## config.mk

```make
export PLATFORM = sky130hd
export DESIGN_NAME = score_digit_sequencer
export DESIGN_NICKNAME = d
export VERILOG_FILES = /design/src/rtl/score_digit_sequencer.sv
export SDC_FILE = /design/constraint.sdc
export NUM_CORES = 1
export LEC_CHECK = 0
export ABC_AREA = 1
export CORE_ASPECT_RATIO = 1.25
export CORE_MARGIN = 2
export CORE_UTILIZATION = 40
export CTS_CLUSTER_SIZE = 10
export DETAILED_ROUTE_END_ITERATION = 7
export GPL_ROUTABILITY_DRIVEN = 0
export GPL_TIMING_DRIVEN = 0
export PLACE_DENSITY_LB_ADDON = 0.05
export SYNTH_ARGS = -nofsm -noshare
export SYNTH_HDL_FRONTEND = slang
export SYNTH_SLANG_ARGS = --single-unit
export TNS_END_PERCENT = 10
```

## constraint.sdc

```tcl
create_clock -name Clk -period 1.76 [get_ports Clk]
set_clock_uncertainty 0.1 [all_clocks]
set_input_delay 0.352 -clock Clk [delete_from_list [all_inputs] [get_ports Clk]]
set_output_delay 0.352 -clock Clk [all_outputs]
set_load 0.02 [all_outputs]
```

## src/rtl/score_digit_sequencer.sv

```systemverilog
// rtl/score_digit_sequencer.sv - binary score to BCD with frame-synchronous
// double buffering and per-pixel glyph addressing for the score field.
module score_digit_sequencer #(
  parameter int ORIGIN_X = 560,
  parameter int ORIGIN_Y = 8
) (
  input  logic       Clk,
  input  logic       Reset_n,
  input  logic [9:0] score,
  input  logic       score_load,
  output logic       busy,
  input  logic       frame_start,
  input  logic [9:0] DrawX,
  input  logic [9:0] DrawY,
  output logic [3:0] digit_sel,
  output logic [3:0] glyph_row,
  output logic [3:0] glyph_col,
  input  logic [5:0] glyph_pix,
  output logic       score_on,
  output logic [5:0] score_color
);

  localparam logic [9:0] X_LO = 10'(ORIGIN_X);
  localparam logic [9:0] X_HI = 10'(ORIGIN_X + 48);
  localparam logic [9:0] Y_LO = 10'(ORIGIN_Y);
  localparam logic [9:0] Y_HI = 10'(ORIGIN_Y + 14);

  typedef enum logic [1:0] {
    S_IDLE,
    S_CONVERT,
    S_DONE
  } state_t;

  state_t      state_q, state_d;
  logic [9:0]  bin_q, bin_d;
  logic [11:0] bcd_q, bcd_d;
  logic [3:0]  cnt_q, cnt_d;
  logic [11:0] pending_q, pending_d;
  logic        pending_valid_q, pending_valid_d;
  logic [11:0] shown_q, shown_d;
  logic        score_on_q, score_on_d;
  logic [5:0]  score_color_q, score_color_d;

  logic [11:0] adj;
  logic [21:0] shifted;

  always_ff @(posedge Clk) begin
    if (!Reset_n) begin
      state_q         <= S_IDLE;
      bin_q           <= '0;
      bcd_q           <= '0;
      cnt_q           <= '0;
      pending_q       <= '0;
      pending_valid_q <= 1'b0;
      shown_q         <= '0;
      score_on_q      <= 1'b0;
      score_color_q   <= '0;
    end else begin
      state_q         <= state_d;
      bin_q           <= bin_d;
      bcd_q           <= bcd_d;
      cnt_q           <= cnt_d;
      pending_q       <= pending_d;
      pending_valid_q <= pending_valid_d;
      shown_q         <= shown_d;
      score_on_q      <= score_on_d;
      score_color_q   <= score_color_d;
    end
  end

  always_comb begin
    state_d         = state_q;
    bin_d           = bin_q;
    bcd_d           = bcd_q;
    cnt_d           = cnt_q;
    pending_d       = pending_q;
    pending_valid_d = pending_valid_q;
    shown_d         = shown_q;
    adj             = bcd_q;
    shifted         = '0;

    case (state_q)
      S_IDLE: begin
        if (score_load) begin
          bin_d   = (score > 10'd999) ? 10'd999 : score;
          bcd_d   = '0;
          cnt_d   = '0;
          state_d = S_CONVERT;
        end
      end
      S_CONVERT: begin
        for (int i = 0; i < 3; i++) begin
          if (adj[4*i +: 4] >= 4'd5) adj[4*i +: 4] = adj[4*i +: 4] + 4'd3;
        end
        shifted = {adj, bin_q} << 1;
        bcd_d   = shifted[21:10];
        bin_d   = shifted[9:0];
        cnt_d   = cnt_q + 4'd1;
        if (cnt_q == 4'd9) state_d = S_DONE;
      end
      S_DONE: begin
        pending_d = bcd_q;
        state_d   = S_IDLE;
      end
      default: state_d = S_IDLE;
    endcase

    // Frame swap sees the old pending value; a coincident DONE re-arms valid.
    if (frame_start && pending_valid_q) begin
      shown_d         = pending_q;
      pending_valid_d = 1'b0;
    end
    if (state_q == S_DONE) pending_valid_d = 1'b1;
  end

  assign busy = (state_q != S_IDLE);

  logic [5:0] rx;
  logic [3:0] ry;
  logic       in_field, active, blank;
  logic [1:0] slot;
  logic [3:0] col, digit;

  always_comb begin
    rx       = 6'(DrawX - X_LO);
    ry       = 4'(DrawY - Y_LO);
    in_field = (DrawX >= X_LO) && (DrawX < X_HI) && (DrawY >= Y_LO) && (DrawY < Y_HI);
    slot     = rx[5:4];
    col      = rx[3:0];
    active   = in_field && (col < 4'd14);

    digit = 4'd0;
    blank = 1'b0;
    case (slot)
      2'd0: begin
        digit = shown_q[11:8];
        blank = (shown_q[11:8] == 4'd0);
      end
      2'd1: begin
        digit = shown_q[7:4];
        blank = (shown_q[11:8] == 4'd0) && (shown_q[7:4] == 4'd0);
      end
      2'd2: digit = shown_q[3:0];
      default: digit = 4'd0;
    endcase

    digit_sel     = active ? digit : 4'd0;
    glyph_col     = active ? col : 4'd0;
    glyph_row     = active ? ry : 4'd0;
    score_on_d    = active && !blank && (glyph_pix != 6'd0);
    score_color_d = score_on_d ? glyph_pix : 6'd0;
  end

  assign score_on    = score_on_q;
  assign score_color = score_color_q;

endmodule

```

==> summary.txt, run 1 <==
Floorplanning
  • Rows: 34
  • Die width: ~80 microns
  • Core Area: 0.006934 sq mm
  • Initial Util: 0.4100
  • Total Die Area: 0.007801 sq mm
  • Die Ht: ~100 microns
  • # IOs: 60

STA
  • Setup ws final: -0.04034 ns
  • Max Fclk: 0.5555 GHz
  • Max-slew violation count: 0
  • Worst slew margin: 0.6382
  • Slew @ Worst Pin: 0.5427 ns
  • Final count of negative-setup-slack endpoints: 4
  • Hold WS: 0.3641 ns
  • Min Tclk post-route: between 1.5 and 2 ns
  • Unrepaired setup endpoints after global routing: true
  • Final Hold Fails: 0
  • Final Cycle Share: 1.023

Power and ir drop
  • Flop pwr share: 0.460
  • Comb power frac: 0.098
  • Clock Power Share: 0.442
  • Pwr Density: about 770 mW/mm^2
  • Leakage: around 1.7 nW
  • Peak VDD IR: 0.0006127 V
  • Switch share: 0.2239
  • Sw power: roughly 0.7 mW
  • Int Power: between 2 and 2.5 mW

Detailed routing
  • Wirelength, routed: between 6 and 7 mm
  • Wire length on met2: 3.481 mm
  • Drt via density: approximately 4.7
  • Via Count: between 2,000 and 3,000
  • DR iter-0 viols: between 100 and 150
  • Avg WL per Cell: around 12 microns
  • M1 wire length: about 2.8 mm
  • Met3 routed WL: about 390 microns
  • Routed Antenna Nets: 0
  • Highest routed layer: met4
  • # DRC: 0
  • First-pass detailed-route iteration total: 4

Setup path
  • Crit-path cells: buf_8, ha_4, o21ai_2, nor2_1, nand2_1, nor2_2, inv_2, buf_8, nor2_2, buf_4
  • Crit Path Max Fanout: 5
  • Setup crit start kind: input port
  • Setup Crit Path Kind: in2out
  • Crit path max-delay cell type: buf_8
  • Worst EP arrival: roughly 1.4 ns
  • Worst EP required: about 1.3 ns
  • CP Capture Type: output pin
  • Critical Path Max Stage Delay: about 0.15 ns

Layout
  • Area Growth Syn to Fin: 37.94%
  • Share of post-route cells with drive strength above 1: 0.1853
  • N_diodes: 0
  • Sequential Area: about 0.0012 sq mm
  • Fillers: ~670
  • Fin nets: between 500 and 600
  • Area of the multi-input gates: ~0.0015 sq mm

GRT
  • Global-route wire length before repair: between 10 and 15 mm
  • GRT overflow: 0
  • Initial antenna violation count: 0
  • All-Layer GR Usage: 0.1772
  • Vias in the first global route: 2,613
  • Largest net degree at the start of global routing: 11

Clock network
  • Clock slew at reported path FFs: about 0.060 ns
  • Clk Latency, worst-skew pair: about 0.34 ns
  • CTS buffer count: 9
  • H-tree depth: 3
  • Clk sinks: 60
  • CTS tree: done
  • CTS max path bufs: 2
  • CTS root buffer: clkbuf_8

Synth
  • Synth Area in Adders: 0.05282
  • Register bit total from synthesis: 60
  • Most common flop cell mapped by yosys: dfxtp_1
  • Post-synthesis compound-gate area fraction: 0.1510
  • EDFF count, synth: 0
  • Cell variety after synth: 25
  • Avg Inst Size Synth: just under 7 sq um
  • XOR/XNOR Fraction of Synth Area: 0
  • Sequential fraction of the synthesis area: 0.4225
  • Cell Area, Synth: approximately 0.0028 sq mm
  • Post-synthesis mux area share: 0
  • Largest family of logic cells by synthesized area: simple AND/OR/NAND/NOR gates
  • Mapped Cells: a little over 400
  • Syn nets: between 400 and 500
  • Synthesis Warnings: 0
  • Simple-gate share of the synthesized area: 0.2720
  • Async set or reset register ratio after synthesis: 0

Placement
  • Port Buffers: 59
  • HPWL Detailed: 4.896 mm
  • Setup slack at placement: -1.170 ns

Outcome
  • Failing checks: negative setup slack
  • Outcome: finished, violations left

Job
  • Max cap viols: 0

Min path
  • Hold WC Path Type: reg2reg
-- placed cells by master, fill, tap and decap left out, types with 6 or more instances in the layout --
cell,instances
inv_1,50
nor2_4,10
clkbuf_8,10
buf_6,17
nor2_2,9
clkdlybuf4s50_1,28
nand3_1,21
o21ai_0,31
a21oi_1,32
nand4_1,9
ha_1,11
dfxtp_1,59
o211ai_1,7
buf_4,9
buf_2,7
clkbuf_2,6
nor2_1,50
nand2_1,83
clkbuf_1,6
-- critical path, delay by kind of cell --
kind | cells | cell delay, ns
and+or+nand+nor | 4 | 0.36
AOI/OAI and AO/OA | 1 | 0.05
buffers and inverters | 4 | 0.46
adders and majority gates | 1 | 0.13
-- stage by stage --
step                        util  cell area, sq um  cells  setup TNS, ns  power (mW)
after floorplan                -              2843    409        -0.6047       1.566
after global placement    0.5114              3546    558         -17.14       1.704
after detailed placement  0.5114              3546    558         -17.61       1.708
after CTS                 0.5446              3776    581        -0.6627       3.043
after global routing      0.5655              3921    581        -0.9042       3.160
final                     0.5655              3921    581       -0.07171       3.035
-- flip-flops by register name, summed over array words and instances, names as in the netlist --
| name | flops |
|---|---|
| cnt_q | 4 |
| bin_q | 10 |
| shown_q | 12 |
| score_on | 1 |
| bcd_q | 12 |
| score_color | 6 |
| pending_q | 12 |
| state_q | 2 |
| pending_valid_q | 1 |
-- cell usage after synthesis, types with 2 or more instances --
library cell,count,area (sq um)
o211ai_1,7,52.55
buf_2,2,10.01
o21ai_0,32,160.2
nand2_1,84,315.3
ha_1,12,150.1
buf_6,2,22.52
a31oi_1,2,12.51
nor2_1,68,255.2
nand4_1,9,56.30
a21oi_1,33,165.2
or2_2,2,12.51
nand2_2,2,12.51
nand3_1,21,105.1
clkbuf_1,5,18.77
inv_2,3,11.26
dfxtp_1,60,1201
nor3_1,2,10.01
buf_4,3,22.52
inv_1,52,195.2
a22oi_1,3,22.52
-- cells by family after synthesis --
| logic type | after synthesis |
|---|---|
| AOI/OAI and AO/OA | 79 |
| DFF | 60 |
| and+or+nand+nor | 189 |
| adders and majority gates | 12 |
| buffers and inverters | 69 |
-- repair_timing --
action | CTS | global route
buffers inserted | 6 | 0
gates resized for setup | 125 | 50
gates cloned | 1 | 0
pin swaps | 17 | 15
endpoints found under the hold margin | 0 | 0
setup endpoints to repair | 13 | 12
hold buffers | 0 | 0
-- power groups by stage --
stage	Sequential [mW]	Combinational, mW	Clock [mW]
2_1_floorplan	1.42	0.144	0
3_3_place_gp	1.42	0.279	0
3_5_place_dp	1.43	0.282	0
4_1_cts	1.40	0.284	1.36
5_1_grt	1.40	0.331	1.43
6_report	1.40	0.298	1.34
-- path summary, 6_finish.rpt --
path / cells after the start / to / start / slack [ns]
max: 10 / digit_sel[0] / DrawX[4] / -0.04
min: 2 / bcd_q[9] / bcd_q[9] / 0.36
max reg2reg: 8 / bcd_q[1] / bcd_q[0] / 0.23
min reg2reg: 2 / bcd_q[9] / bcd_q[9] / 0.36
-- layout make-up --
cell class              count  share of cell area
plain buffers              14             0.02297
clock buffers              11             0.03606
clock inverters             5             0.01914
multi-input cells         280              0.3749
well taps                  90             0.02872
flip-flops and latches     60              0.3066
inverters                  55             0.05265
repair buffers             66              0.1589
-- routing by layer --
metal,global-route usage,up-vias
met5,0,-
met4,0.09284,0
met3,0.03604,12
met2,0.3201,77
met1,0.1910,1200
li1,-,1469
(Power assumes the default switching activity.)
==> inputs of run 2 (changes only) <==
Settings changed: SETUP_SLACK_MARGIN from default to 0.2.
==> run 2 against run 1 <==
  * The run still ends with negative setup slack left
  * First-iteration DRC count rose by 9.7%
  * Fmax down 1.7%
  * Worst setup slack lost 0.031 ns
  * Clock-buffer cell count increased by 1
  * Via count about the same
  * Sequential power about the same
  * Register-to-register slack better by 0.12 ns
  * Critical path type unchanged
  * Highest routed layer unchanged
==> summary.txt, run 2 (synthesis gave the netlist of run 1 again) <==
Setup path
  • Setup Crit Path Kind: in2out
  • Setup crit start kind: input port
  • Worst EP arrival: 1.38 ns
  • Crit Path Max Fanout: 5
  • Worst EP required: between 1 and 1.5 ns
  • R2R Setup Slk: 0.35 ns
  • FF-to-FF Start: bcd_q[1]
  • CP Capture Type: output pin
  • FF-to-FF End: bcd_q[2]
  • R2R depth: 8

Job
  • Max cap viols: 0

Power and ir drop
  • Pwr Density: 815.4 mW/mm^2
  • Leakage: approximately 1.8 nW
  • Peak VDD IR: 0.0006005 V
  • Tot Pwr: 3.228 mW

GRT
  • GRT overflow: 0
  • Global-route wire length before repair: between 10 and 15 mm
  • Vias in the first global route: 2,518
  • Largest net degree at the start of global routing: 11
  • Initial antenna violation count: 0
  • All-Layer GR Usage: 0.1797

Clock network
  • CTS buffer count: 9
  • Clk sinks: 60
  • H-tree depth: 3
  • CTS tree: done
  • CTS max path bufs: 2
  • Clock slew at reported path FFs: 0.06 ns
  • Clk Latency, worst-skew pair: ~0.33 ns
  • CTS root buffer: clkbuf_8
  • Hold_buf cts: 0

STA
  • Min Tclk post-route: ~1.8 ns
  • Final Cycle Share: 1.040
  • Max-slew violation count: 0
  • Final Hold Fails: 0
  • Worst slew margin: 0.6261
  • Final count of negative-setup-slack endpoints: 12
  • Slew @ Worst Pin: 0.5608 ns
  • Unrepaired setup endpoints after global routing: true
  • Max Fclk: ~0.55 GHz
  • Setup ws final: -0.07110 ns

Floorplanning
  • # IOs: 60
  • Initial Util: 0.4100
  • Core Area: roughly 0.0069 sq mm
  • Total Die Area: just under 0.008 sq mm
  • Rows: 34
  • Die Ht: approximately 98 microns
  • Die width: around 79 microns

Detailed routing
  • Via Count: 2,757
  • DR iter-0 viols: roughly 110
  • Wirelength, routed: approximately 6.6 mm
  • Drt via density: about 4.8
  • Routed Antenna Nets: 0
  • First-pass detailed-route iteration total: 4
  • # DRC: 0
  • Avg WL per Cell: between 10 and 15 microns

Layout
  • Commonest non-fill, non-tap cells in the layout: nand2_1 (84), dfxtp_1 (57), nor2_1 (51)
  • Non-Filler Instances: 580
  • Commonest non-fill, non-tap cell in the layout: nand2_1
  • N_diodes: 0
  • Biggest regs: bcd_q (12), pending_q (12), shown_q (12)
  • Share of post-route cells with drive strength above 1: 0.1857
  • Fin nets: approximately 540
  • Area Growth Syn to Fin: 39.26%
  • Final Util: 0.5709

Placement
  • Placed cells: about 560
  • Port Buffers: 59
  • HPWL Detailed: around 4.9 mm

Outcome
  • Outcome: finished, violations left
  • Failing checks: negative setup slack

Min path
  • Min-Delay Startpoint: bcd_q[9]
  • Hold WC Path Type: reg2reg
  • Worst Hold Path EP: bcd_q[9]
  • Worst hold path depth: 2
## run 2: cell types whose count changed in the layout (fill, tap and decap cells not counted), moves of 4 or more
cell	change
clkbuf_2	-5
buf_2	+4
clkdlybuf4s50_1	-8
dlygate4sd2_1	+7
## run 2: per-layer routing
metal	routed length, microns	vias up	part of all wire	track usage
met2	3352	65	0.51	0.3116
met4	80	0	0.012	0.07162
met3	355	7	0.054	0.03974
met1	2846	1217	0.43	0.2131
met5	0	-	0	0
li1	-	1468	-	-
## run 2: timing repair
item | in CTS | in global routing
gates resized for setup | 153 | 12
setup buffers | 3 | 2
hold endpoints to repair | 0 | 0
pin swaps | 19 | 6
gates cloned | 1 | 0
endpoints found under the setup margin | 28 | 18
## run 2: per-stage QoR
step	hold WS, ns	cell area (sq um)	setup slack [ns]	setup TNS (ns)
after detailed placement	0.3543	3646	-1.168	-18.81
after CTS	0.3640	3916	-0.08264	-0.4927
final	0.3645	3959	-0.07110	-0.6038
after global placement	0.3526	3646	-1.174	-17.16
after floorplan	0.3389	2943	0.1011	0
after global routing	0.3832	3959	-0.1521	-1.471
## run 2: final cells by class
cell class / count / area, sq um
fill: 681 / 2975
multi-input combinational: 280 / 1470
sequential: 60 / 1205
timing repair buffer: 65 / 619.3
inverter: 55 / 206.4
clock buffer: 12 / 155.1
tap: 90 / 112.6
clock inverter: 4 / 95.09
buffer: 14 / 95.09
## run 2: critical path: stages
cell and delay [ns]:
buf_8 0.08, ha_4 0.13, o21ai_2 0.04, nor2_1 0.10, nand2_1 0.07, nor2_2 0.14
inv_2 0.09, clkbuf_16 0.17, nor2_4 0.08, buf_6 0.12
## run 2: worst max-delay path by stage
stage                     slack (ns)  cells past startpoint  startpoint      endpoint
after floorplan                 0.10                      8    DrawX[5]  digit_sel[0]
after global placement         -1.17                     10    DrawX[5]  digit_sel[0]
after detailed placement       -1.17                     10    DrawX[5]  digit_sel[0]
after CTS                      -0.08                     10    DrawX[4]  digit_sel[3]
after global routing           -0.15                     10    DrawX[5]  digit_sel[3]
final                          -0.07                     10    DrawX[4]  digit_sel[3]
## run 2: report_power, final
part | internal [mW] | leakage (nW) | total (mW) | switching [mW]
clock | 1.02 | 0.127 | 1.54 | 0.527
combinational | 0.139 | 1.14 | 0.289 | 0.150
sequential | 1.38 | 0.487 | 1.40 | 0.0145
total | 2.54 | 1.75 | 3.23 | 0.692
